### src/rtl/riscv_alu_issue_pkg.sv
// Shared riscv_defines for the ALU issue slice: ALU op codes, RV32 opcode/funct
// constants and the issue FSM state type.
package riscv_alu_issue_pkg;

  localparam int unsigned INST_W   = 32;
  localparam int unsigned ALU_OP_W = 4;
  localparam int unsigned CNT_W    = 3;
  localparam int unsigned RD_W     = 5;

  typedef enum logic [ALU_OP_W-1:0] {
    ALU_ADD = 4'd0,
    ALU_SUB = 4'd1,
    ALU_AND = 4'd2,
    ALU_OR  = 4'd3,
    ALU_XOR = 4'd4,
    ALU_SLT = 4'd5
  } alu_op_e;

  localparam logic [6:0] OPC_OP     = 7'b0110011;
  localparam logic [6:0] OPC_OP_IMM = 7'b0010011;

  localparam logic [2:0] F3_ADD_SUB = 3'b000;
  localparam logic [2:0] F3_SLT     = 3'b010;
  localparam logic [2:0] F3_XOR     = 3'b100;
  localparam logic [2:0] F3_OR      = 3'b110;
  localparam logic [2:0] F3_AND     = 3'b111;

  localparam logic [6:0] F7_BASE = 7'b0000000;
  localparam logic [6:0] F7_SUB  = 7'b0100000;

  typedef enum logic [1:0] {
    S_IDLE = 2'd0,
    S_WAIT = 2'd1,
    S_DONE = 2'd2
  } state_e;

  // Destination register field of any R/I-type word.
  function automatic logic [RD_W-1:0] inst_rd(input logic [INST_W-1:0] inst);
    return inst[11:7];
  endfunction

endpackage

### src/rtl/riscv_alu_issue_if.sv
// Instruction, ALU and result bus of riscv_alu_issue. The slave modport is the
// issue block; the master modport is its environment (front end, ALU, consumer).
interface riscv_alu_issue_if #(
  parameter int unsigned XLEN = 32
);
  import riscv_alu_issue_pkg::*;

  logic                inst_valid_i;
  logic                inst_ready_o;
  logic [INST_W-1:0]   inst_i;
  logic [XLEN-1:0]     rs1_data_i;
  logic [XLEN-1:0]     rs2_data_i;

  logic [ALU_OP_W-1:0] alu_op_o;
  logic [XLEN-1:0]     alu_a_o;
  logic [XLEN-1:0]     alu_b_o;
  logic [XLEN-1:0]     alu_p_i;

  logic                res_valid_o;
  logic                res_ready_i;
  logic [XLEN-1:0]     res_data_o;
  logic [RD_W-1:0]     res_rd_o;
  logic                illegal_o;

  modport slave (
    input  inst_valid_i, inst_i, rs1_data_i, rs2_data_i, alu_p_i, res_ready_i,
    output inst_ready_o, alu_op_o, alu_a_o, alu_b_o,
    output res_valid_o, res_data_o, res_rd_o, illegal_o
  );

  modport master (
    output inst_valid_i, inst_i, rs1_data_i, rs2_data_i, alu_p_i, res_ready_i,
    input  inst_ready_o, alu_op_o, alu_a_o, alu_b_o,
    input  res_valid_o, res_data_o, res_rd_o, illegal_o
  );

endinterface

### src/rtl/riscv_alu_dec.sv
// Combinational RV32 decode of the supported ALU instructions.
// OP-IMM forms are decoded only when RISCV_ALU_ISSUE_IMM_EN is defined.
module riscv_alu_dec
  import riscv_alu_issue_pkg::*;
(
  input  logic [INST_W-1:0] inst_i,
  output alu_op_e           alu_op,
  output logic              use_imm,
  output logic              illegal
);

  logic [6:0] opcode;
  logic [2:0] funct3;
  logic [6:0] funct7;
  alu_op_e    f3_op;
  logic       f3_ok;
  logic       unused_fields;

  assign opcode = inst_i[6:0];
  assign funct3 = inst_i[14:12];
  assign funct7 = inst_i[31:25];
  assign unused_fields = ^{inst_i[24:15], inst_i[11:7]};

  // funct3 mapping shared by the register and immediate forms.
  always_comb begin : f3_map
    f3_op = ALU_ADD;
    f3_ok = 1'b1;
    case (funct3)
      F3_ADD_SUB: f3_op = ALU_ADD;
      F3_SLT:     f3_op = ALU_SLT;
      F3_XOR:     f3_op = ALU_XOR;
      F3_OR:      f3_op = ALU_OR;
      F3_AND:     f3_op = ALU_AND;
      default:    f3_ok = 1'b0;
    endcase
  end

  always_comb begin : decode
    alu_op  = ALU_ADD;
    use_imm = 1'b0;
    illegal = 1'b1;
    if (opcode == OPC_OP) begin
      if (funct3 == F3_ADD_SUB && funct7 == F7_SUB) begin
        alu_op  = ALU_SUB;
        illegal = 1'b0;
      end else if (funct7 == F7_BASE && f3_ok) begin
        alu_op  = f3_op;
        illegal = 1'b0;
      end
    end
`ifdef RISCV_ALU_ISSUE_IMM_EN
    else if (opcode == OPC_OP_IMM) begin
      // Upper immediate bits overlap funct7, so 000 is always ADDI.
      use_imm = 1'b1;
      if (f3_ok) begin
        alu_op  = f3_op;
        illegal = 1'b0;
      end
    end
`endif
  end

endmodule

### src/rtl/riscv_alu_issue.sv
// Issue stage for a latency-ALU_LAT external ALU: accepts one RV32 ALU word,
// drives the ALU, captures its result and hands it out on a valid/ready port.
// Define RISCV_ALU_ISSUE_IMM_EN to also accept OP-IMM (ADDI/SLTI/XORI/ORI/ANDI).
module riscv_alu_issue
  import riscv_alu_issue_pkg::*;
#(
  parameter int unsigned XLEN    = 32,
  parameter int unsigned ALU_LAT = 1
) (
  input  logic             clk,
  input  logic             rstb,
  riscv_alu_issue_if.slave bus
);

  localparam logic [CNT_W-1:0] LAT_LOAD = CNT_W'(ALU_LAT);

  state_e          state;
  state_e          state_next;
  logic [CNT_W-1:0] cnt;

  alu_op_e         dec_op;
  logic            dec_use_imm;
  logic            dec_illegal;

  logic            accept;
  logic            accept_legal;
  logic            accept_illegal;
  logic            capture;
  logic            res_take;
  logic [XLEN-1:0] b_next;

  riscv_alu_dec u_dec (
    .inst_i  (bus.inst_i),
    .alu_op  (dec_op),
    .use_imm (dec_use_imm),
    .illegal (dec_illegal)
  );

`ifdef RISCV_ALU_ISSUE_IMM_EN
  assign b_next = dec_use_imm ? XLEN'($signed(bus.inst_i[31:20])) : bus.rs2_data_i;
`else
  logic unused_use_imm;
  assign unused_use_imm = dec_use_imm;
  assign b_next = bus.rs2_data_i;
`endif

  assign accept         = bus.inst_valid_i & bus.inst_ready_o;
  assign accept_legal   = accept & ~dec_illegal;
  assign accept_illegal = accept & dec_illegal;

  always_ff @(posedge clk) begin : state_reg
    if (!rstb) state <= S_IDLE;
    else       state <= state_next;
  end

  always_comb begin : next_state
    state_next = state;
    case (state)
      S_IDLE: if (accept_legal) state_next = S_WAIT;
      S_WAIT: if (cnt == '0) state_next = S_DONE;
      S_DONE: if (bus.res_ready_i) state_next = accept_legal ? S_WAIT : S_IDLE;
      default: state_next = S_IDLE;
    endcase
  end

  // A new word may enter whenever the result slot is empty or being drained.
  always_comb begin : fsm_out
    bus.inst_ready_o = 1'b0;
    capture          = 1'b0;
    res_take         = 1'b0;
    case (state)
      S_IDLE: bus.inst_ready_o = 1'b1;
      S_WAIT: capture = (cnt == '0);
      S_DONE: begin
        bus.inst_ready_o = bus.res_ready_i;
        res_take         = bus.res_ready_i;
      end
      default: ;
    endcase
  end

  // Counts down the ALU pipeline; the result is sampled the cycle after it hits zero.
  always_ff @(posedge clk) begin : lat_cnt
    if (!rstb)                              cnt <= '0;
    else if (accept_legal)                  cnt <= LAT_LOAD;
    else if (state == S_WAIT && cnt != '0)  cnt <= cnt - CNT_W'(1);
  end

  always_ff @(posedge clk) begin : issue_regs
    if (!rstb) begin
      bus.alu_op_o  <= '0;
      bus.alu_a_o   <= '0;
      bus.alu_b_o   <= '0;
      bus.res_rd_o  <= '0;
      bus.illegal_o <= 1'b0;
    end else begin
      bus.illegal_o <= accept_illegal;
      if (accept_legal) begin
        bus.alu_op_o <= dec_op;
        bus.alu_a_o  <= bus.rs1_data_i;
        bus.alu_b_o  <= b_next;
        bus.res_rd_o <= inst_rd(bus.inst_i);
      end
    end
  end

  always_ff @(posedge clk) begin : result_regs
    if (!rstb) begin
      bus.res_valid_o <= 1'b0;
      bus.res_data_o  <= '0;
    end else if (capture) begin
      bus.res_valid_o <= 1'b1;
      bus.res_data_o  <= bus.alu_p_i;
    end else if (res_take) begin
      bus.res_valid_o <= 1'b0;
    end
  end

endmodule

### src/flat_wrapper.sv
// flat-port wrapper written by rule: the top's interface ports become plain ports
module riscv_alu_issue_flat import riscv_alu_issue_pkg::*;
#(
  parameter int unsigned XLEN    = 32,
  parameter int unsigned ALU_LAT = 1
)
  (clk, rstb, bus_inst_valid_i, bus_inst_i, bus_rs1_data_i, bus_rs2_data_i, bus_alu_p_i, bus_res_ready_i, bus_inst_ready_o, bus_alu_op_o, bus_alu_a_o, bus_alu_b_o, bus_res_valid_o, bus_res_data_o, bus_res_rd_o, bus_illegal_o);
  riscv_alu_issue_if #(.XLEN(XLEN)) bus_i ();
  input  logic clk;
  input  logic rstb;
  input wire logic [$bits(bus_i.inst_valid_i)-1:0] bus_inst_valid_i;
  input wire logic [$bits(bus_i.inst_i)-1:0] bus_inst_i;
  input wire logic [$bits(bus_i.rs1_data_i)-1:0] bus_rs1_data_i;
  input wire logic [$bits(bus_i.rs2_data_i)-1:0] bus_rs2_data_i;
  input wire logic [$bits(bus_i.alu_p_i)-1:0] bus_alu_p_i;
  input wire logic [$bits(bus_i.res_ready_i)-1:0] bus_res_ready_i;
  output wire logic [$bits(bus_i.inst_ready_o)-1:0] bus_inst_ready_o;
  output wire logic [$bits(bus_i.alu_op_o)-1:0] bus_alu_op_o;
  output wire logic [$bits(bus_i.alu_a_o)-1:0] bus_alu_a_o;
  output wire logic [$bits(bus_i.alu_b_o)-1:0] bus_alu_b_o;
  output wire logic [$bits(bus_i.res_valid_o)-1:0] bus_res_valid_o;
  output wire logic [$bits(bus_i.res_data_o)-1:0] bus_res_data_o;
  output wire logic [$bits(bus_i.res_rd_o)-1:0] bus_res_rd_o;
  output wire logic [$bits(bus_i.illegal_o)-1:0] bus_illegal_o;
  assign bus_i.inst_valid_i = bus_inst_valid_i;
  assign bus_i.inst_i = bus_inst_i;
  assign bus_i.rs1_data_i = bus_rs1_data_i;
  assign bus_i.rs2_data_i = bus_rs2_data_i;
  assign bus_i.alu_p_i = bus_alu_p_i;
  assign bus_i.res_ready_i = bus_res_ready_i;
  assign bus_inst_ready_o = bus_i.inst_ready_o;
  assign bus_alu_op_o = bus_i.alu_op_o;
  assign bus_alu_a_o = bus_i.alu_a_o;
  assign bus_alu_b_o = bus_i.alu_b_o;
  assign bus_res_valid_o = bus_i.res_valid_o;
  assign bus_res_data_o = bus_i.res_data_o;
  assign bus_res_rd_o = bus_i.res_rd_o;
  assign bus_illegal_o = bus_i.illegal_o;
  riscv_alu_issue #(.XLEN(XLEN), .ALU_LAT(ALU_LAT)) u_core (.clk(clk), .rstb(rstb), .bus(bus_i));
endmodule
### config.mk
export PLATFORM = sky130hd
export DESIGN_NAME = riscv_alu_issue_flat
export DESIGN_NICKNAME = d
export VERILOG_FILES = /design/src/rtl/riscv_alu_issue_pkg.sv /design/src/rtl/riscv_alu_issue_if.sv /design/src/rtl/riscv_alu_dec.sv /design/src/rtl/riscv_alu_issue.sv /design/src/flat_wrapper.sv
export SDC_FILE = /design/constraint.sdc
export NUM_CORES = 1
export LEC_CHECK = 0
export CAP_MARGIN = 0
export CORE_MARGIN = 4
export CORE_UTILIZATION = 39
export DETAILED_ROUTE_END_ITERATION = 8
export GPL_TIMING_DRIVEN = 0
export PLACE_DENSITY = 0.81
export SYNTH_ARGS = -nofsm -noshare
export SYNTH_HDL_FRONTEND = slang
export SYNTH_SLANG_ARGS = --single-unit
### constraint.sdc
create_clock -name clk -period 2 [get_ports clk]
set_input_delay 0.4 -clock clk [delete_from_list [all_inputs] [get_ports clk]]
set_output_delay 0.4 -clock clk [all_outputs]
set_load 0.02 [all_outputs]
Word-level counts from Yosys, hierarchy flattened
Index checks and enable logic that the tools add are counted.
- bits in read-only memories: 0
- flip-flop bits (word level): 112
- logic and storage cells: 60
- memory bits (writable): 0
- input bits: 132
- memories: 0
- bits in latches: 0
- multiplexer cells: 20
- $lt $le $gt $ge: 0
- bitwise operators: 5
- reduce and logical (&&, ||, !) cells: 13
- div/mod/pow operators: 0
- add/subtract/negate cells: 1
- shift operators: 0
- eq/ne operators: 11
- multipliers: 0
- operators by type and width (cell ; number):
    equality test 7 x 6 -> 1 bit, second input constant ; 2
    2-to-1 mux 4 bit ; 3
    case mux 3 bit (4 select lines) ; 1
    2-to-1 mux 1 bit ; 11
    equality test 3 bit, second input constant ; 3
    logical NOT 7 bit ; 1
    logical NOT 3 bit ; 2
    2-to-1 mux 2 bit ; 3
    case mux 2 bit (3 select lines) ; 1
    OR reduction 5 bit ; 1
    != test 2 x 1 -> 1 bit, second input constant ; 2
    nonzero test 2 bit ; 2
    AND 1 bit ; 3
    equality test 3 x 2 -> 1 bit, second input constant ; 1
    logical AND 1 bit ; 3
    AND reduction 3 bit ; 1
    nonzero test 3 bit ; 1
    subtractor 3 x 1 -> 3 bit, second input constant ; 1
    equality test 2 x 1 -> 1 bit, second input constant ; 1
    equality test 2 bit, second input constant ; 1
    logical NOT 2 bit ; 1
    != test 2 bit, second input constant ; 1
    inverter 1 bit ; 2
    case mux 1 bit (2 select lines) ; 1
    OR reduction 2 bit ; 1

Depth between registers and ports, before layout
Gate-level depths: netlist of run 1.
- depth in word-level cells: 12
- depth in mapped cells: 8
- gate-level depth less buffers: 6

Cells and area by module
A second synthesis of run 1 with hierarchy kept.
- cell total of the unflattened synthesis: 513
- area total of the unflattened synthesis: 4528.1 um^2
- by module, submodules not included (module ; times used ; area each (um^2) ; cells an instance ; seq. area each (um^2)):
    riscv_alu_issue ; 1 ; 4395.5 ; 495 ; 2242.2
    riscv_alu_dec ; 1 ; 132.6 ; 18 ; 0.0

Worst setup path after synthesis of run 1
No wires, ideal clock.
- path kind: input to register
- from: input bus_inst_i[26]
- to: register u_core.bus.alu_a_o[10]
- stages on the path: 6
- path slack: 0.260 ns
- data required time: 1.928 ns
- arrival time: 1.669 ns
- setup time: 0.072 ns
- buffers on the path: 2
- path through: nor4_1 -> and4_1 -> nor3b_2 -> buf_4 -> buf_6 -> mux2i_1
- longest elaborated chain between the ends: 7
- elaborated cells between the ends (all ways): 9
- those cells by class: eq/ne (1); mux (3); bitwise (2); reduce/logical (3)
- RTL lines (item ; RTL line ; text):
    from (decl) ; flat_wrapper.sv:12 ; input wire logic [$bits(bus_i.inst_i)-1:0] bus_inst_i;
    logical NOT 7 bit ; riscv_alu_dec.sv:46 ; end else if (funct7 == F7_BASE && f3_ok) begin
    logical AND 1 bit ; riscv_alu_dec.sv:46 ;
    2-to-1 mux 1 bit ; riscv_alu_dec.sv:46 ;
    2-to-1 mux 1 bit * ; riscv_alu_dec.sv:43 ; if (funct3 == F3_ADD_SUB && funct7 == F7_SUB) begin
    2-to-1 mux 1 bit * ; riscv_alu_dec.sv:42 ; if (opcode == OPC_OP) begin
    inverter 1 bit * ; riscv_alu_issue.sv:48 ; assign accept_legal = accept & ~dec_illegal;
    AND 1 bit * ; riscv_alu_issue.sv:48 ;
    to (signal assigned) ; riscv_alu_issue.sv:100 ; bus.alu_a_o <= bus.rs1_data_i;
    to (decl) ; riscv_alu_issue_if.sv:27 ; output inst_ready_o, alu_op_o, alu_a_o, alu_b_o,
Every way passes the cells marked *; elsewhere a longest branch is shown, timed or not.
A chain may end at the register's enable or synchronous reset.

Final worst setup path of run 1
- from: input bus_res_ready_i
- to: output bus_inst_ready_o
- longest elaborated chain between the ends: 1
- RTL lines (item ; RTL line ; text):
    from (decl) ; flat_wrapper.sv:16 ; input wire logic [$bits(bus_i.res_ready_i)-1:0] bus_res_ready_i;
    case mux 1 bit (2 select lines) ; riscv_alu_issue.sv:71 ; case (state)
    to (decl) ; flat_wrapper.sv:17 ; output wire logic [$bits(bus_i.inst_ready_o)-1:0] bus_inst_ready_o;
No other way between the ends.

==> results of run 1 <==
-- kinds of logic after synthesis --
logic type | share of synthesized area, %
AO/OA/AOI/OAI | 4.98
XOR/XNOR | 0.403
adder cells (fa/ha/maj) | 0.575
buffers and inverters | 4.58
flip-flops | 51.1
multiplexers | 17.1
other | 0.0862
AND/OR/NAND/NOR | 21.2
-- layer usage --
layer  wire (um)  vias up  track usage [%]
met2        6820      154             36.8
met5           0        -                0
met1        5100     1962             21.4
li1            -     2117                -
met3        1180       18             7.69
met4         230        0             4.41
-- power breakdown --
part	internal (uW)	switching (uW)
logic	241	134
registers	2210	0.260
clock network	615	733
-- per-stage QoR --
step | setup slack [ns] | cell area [um^2]
CTS | 0.0297 | 7030
detailed placement | -0.484 | 6810
finish | 0.126 | 7180
floorplan | 0.260 | 4350
global route | 0.0262 | 7180
global placement | -0.437 | 6810
-- cell type report --
cell class | count | area (um^2) | share of cell area (%)
well taps | 140 | 175 | 2.44
inverters | 7 | 26.3 | 0.366
repair buffers | 236 | 2380 | 33.1
multi-input cells | 351 | 1960 | 27.3
plain buffers | 35 | 223 | 3.10
clock inverters | 4 | 55.1 | 0.767
flip-flops and latches | 111 | 2220 | 31.0
clock buffers | 11 | 141 | 1.97
-- worst min-delay path, stage by stage (launching register included) --
cell,delay [ns]
dfxtp_1,0.32
nand2_1,0.05
mux2i_1,0.05
-- layout by cell type, fill, tap and decap left out, types with 2 or more instances in the layout --
master / count
buf_12: 4
nor2b_1: 3
nor3_1: 4
clkbuf_4: 2
ha_1: 2
clkbuf_2: 3
dfxtp_1: 111
nor2_1: 5
nand2_1: 207
o21a_1: 2
clkdlybuf4s50_1: 220
nand3_1: 4
mux2i_1: 72
clkbuf_1: 24
dlymetal6s2s_1: 7
xnor2_1: 2
clkbuf_8: 10
inv_1: 6
and3b_1: 2
a21oi_1: 36
buf_4: 9
-- worst paths after layout --
path | startpoint | cells past startpoint | to | slack, ns
hold / removal | u_core.bus.alu_a_o[18]$_SDFFE_PN0P_ | 2 | u_core.bus.alu_a_o[18]$_SDFFE_PN0P_ | 0.46
hold reg to reg | u_core.bus.alu_a_o[18]$_SDFFE_PN0P_ | 2 | u_core.bus.alu_a_o[18]$_SDFFE_PN0P_ | 0.46
setup reg to reg | u_core.cnt[0]$_SDFFE_PN0P_ | 8 | u_core.bus.res_data_o[20]$_SDFFE_PN0P_ | 0.28
setup / recovery | bus_res_ready_i | 4 | bus_inst_ready_o | 0.13
-- repair_timing --
action                                  in CTS  in global routing
cloned                                       0                  2
hold buffers                                 0                  0
pin swaps                                    0                  1
buffers inserted                             2                  4
endpoints found under the setup margin      41                 95
resized for setup                            4                 32
==> flow_summary.json, run 1 <==
{
  "hp-class": "flop to flop",
  "instances_no_fill": 895,
  "finalSetupViolCount": 0,
  "antenna_left": 0,
  "core-area_um2": 10900,
  "cts_buffers": 9,
  "cpPeakStageDelay_ns": 0.51,
  "synth-seq-area-share_pct": 51.1,
  "rows": 38,
  "grt_pass1_vias": 4329,
  "synth_top_cell_by_area": "dfxtp_1",
  "async_reset_ff_share_pct": 0,
  "grt_start_max_net_pins": 18,
  "reg_top3": "u_core.bus.alu_a_o x32, u_core.bus.alu_b_o x32, u_core.bus.res_data_o x32",
  "grt-ovfl-total": 0,
  "dp_hpwl_um": 10200,
  "path_buf_inv": 3,
  "cts_tree": "yes",
  "grtUsageTotal_pct": 19.9,
  "synth.most_common_cell": "nand2_1",
  "avgViaCountPerCell": 4.75,
  "wire_per_inst_um": 14.9,
  "drt_wl_total_um": 13300,
  "finalSetupTns_ns": 0,
  "final_util_pct": 65.9,
  "worstMarginPinSlew_ns": 0.595,
  "worst_setup_path_end_kind": "output pin",
  "hold_slack_ns": 0.462,
  "synth_edf_count": 0,
  "crit_chain": "clkdlybuf4s50_1, inv_1, a21oi_1, dlygate4sd2_1",
  "cp_max_fo": 3,
  "max_clock_freq_mhz": 534,
  "rsz0062_at_grt": "no",
  "synthCells": 504,
  "power.density_nw_per_um2": 548,
  "critPathArrivalTime_ns": 1.47,
  "detailroute.via_count": 4251,
  "yosys_warnings": 0,
  "firstDrtPassIters": 4,
  "fin_crit_ns": 1.87,
  "p_leak_uw": 0.00257,
  "ys_top_cells_by_count": "nand2_1, dfxtp_1, mux2i_1",
  "num_io_pins": 240,
  "portBuffers": 228,
  "slew_headroom_pct": 60.4,
  "htreeDepth": 3,
  "synthFlopType": "dfxtp_1",
  "root_buffer": "clkbuf_8",
  "diodes": 0,
  "drive_gt1_share_pct": 5.43,
  "area_delta_synth_final_pct": 65.1,
  "timing.final.crit_share_pct": 93.7,
  "critPathSlowestCell": "clkdlybuf4s50_1",
  "dp_cells": 872,
  "avgSynthCellArea_um2": 8.63,
  "fin_skew_ns": 0.00920,
  "die-width_um": 114,
  "grt_pass1_wl_um": 20900,
  "cts_max_path_buffers": 2,
  "path_clk_slew_ns": 0.10,
  "synth_area_leaders": "dfxtp_1, nand2_1, mux2i_1",
  "start_util_pct": 39.9,
  "ys_types": 29,
  "nFillCells": 937,
  "crit_type": "input pin to output pin",
  "max_cap_viol_count": 0,
  "required_ns": 1.60,
  "maxSlewViolCount": 0,
  "syn-num-nets": 638,
  "ys_ff_latch": 111,
  "p_total_uw": 3930,
  "yosysTopAreaCellShare_pct": 51.1,
  "drc": 0,
  "fin_nets": 885,
  "cts_sinks": 111,
  "die_area_um2": 12900,
  "antenna_found_initial": 0,
  "peakVddDrop_mv": 0.416,
  "cp_top_family": "buffers and inverters",
  "hold_violations": 0,
  "status": "completed",
  "gp_congestion": 0.799,
  "initialDrtViolationCount": 180,
  "dieHeight_um": 114,
  "insertion_delay_ns": 0.36,
  "cp-start-kind": "input pin",
  "syn_area_um2": 4350
}
(Power assumes the default switching activity.)
==> run 2: changes to the inputs <==
CAP_MARGIN = 10   (was 0)
==> results of run 2 <==
No change in the layout: final DEF, timing and power equal those of run 1.
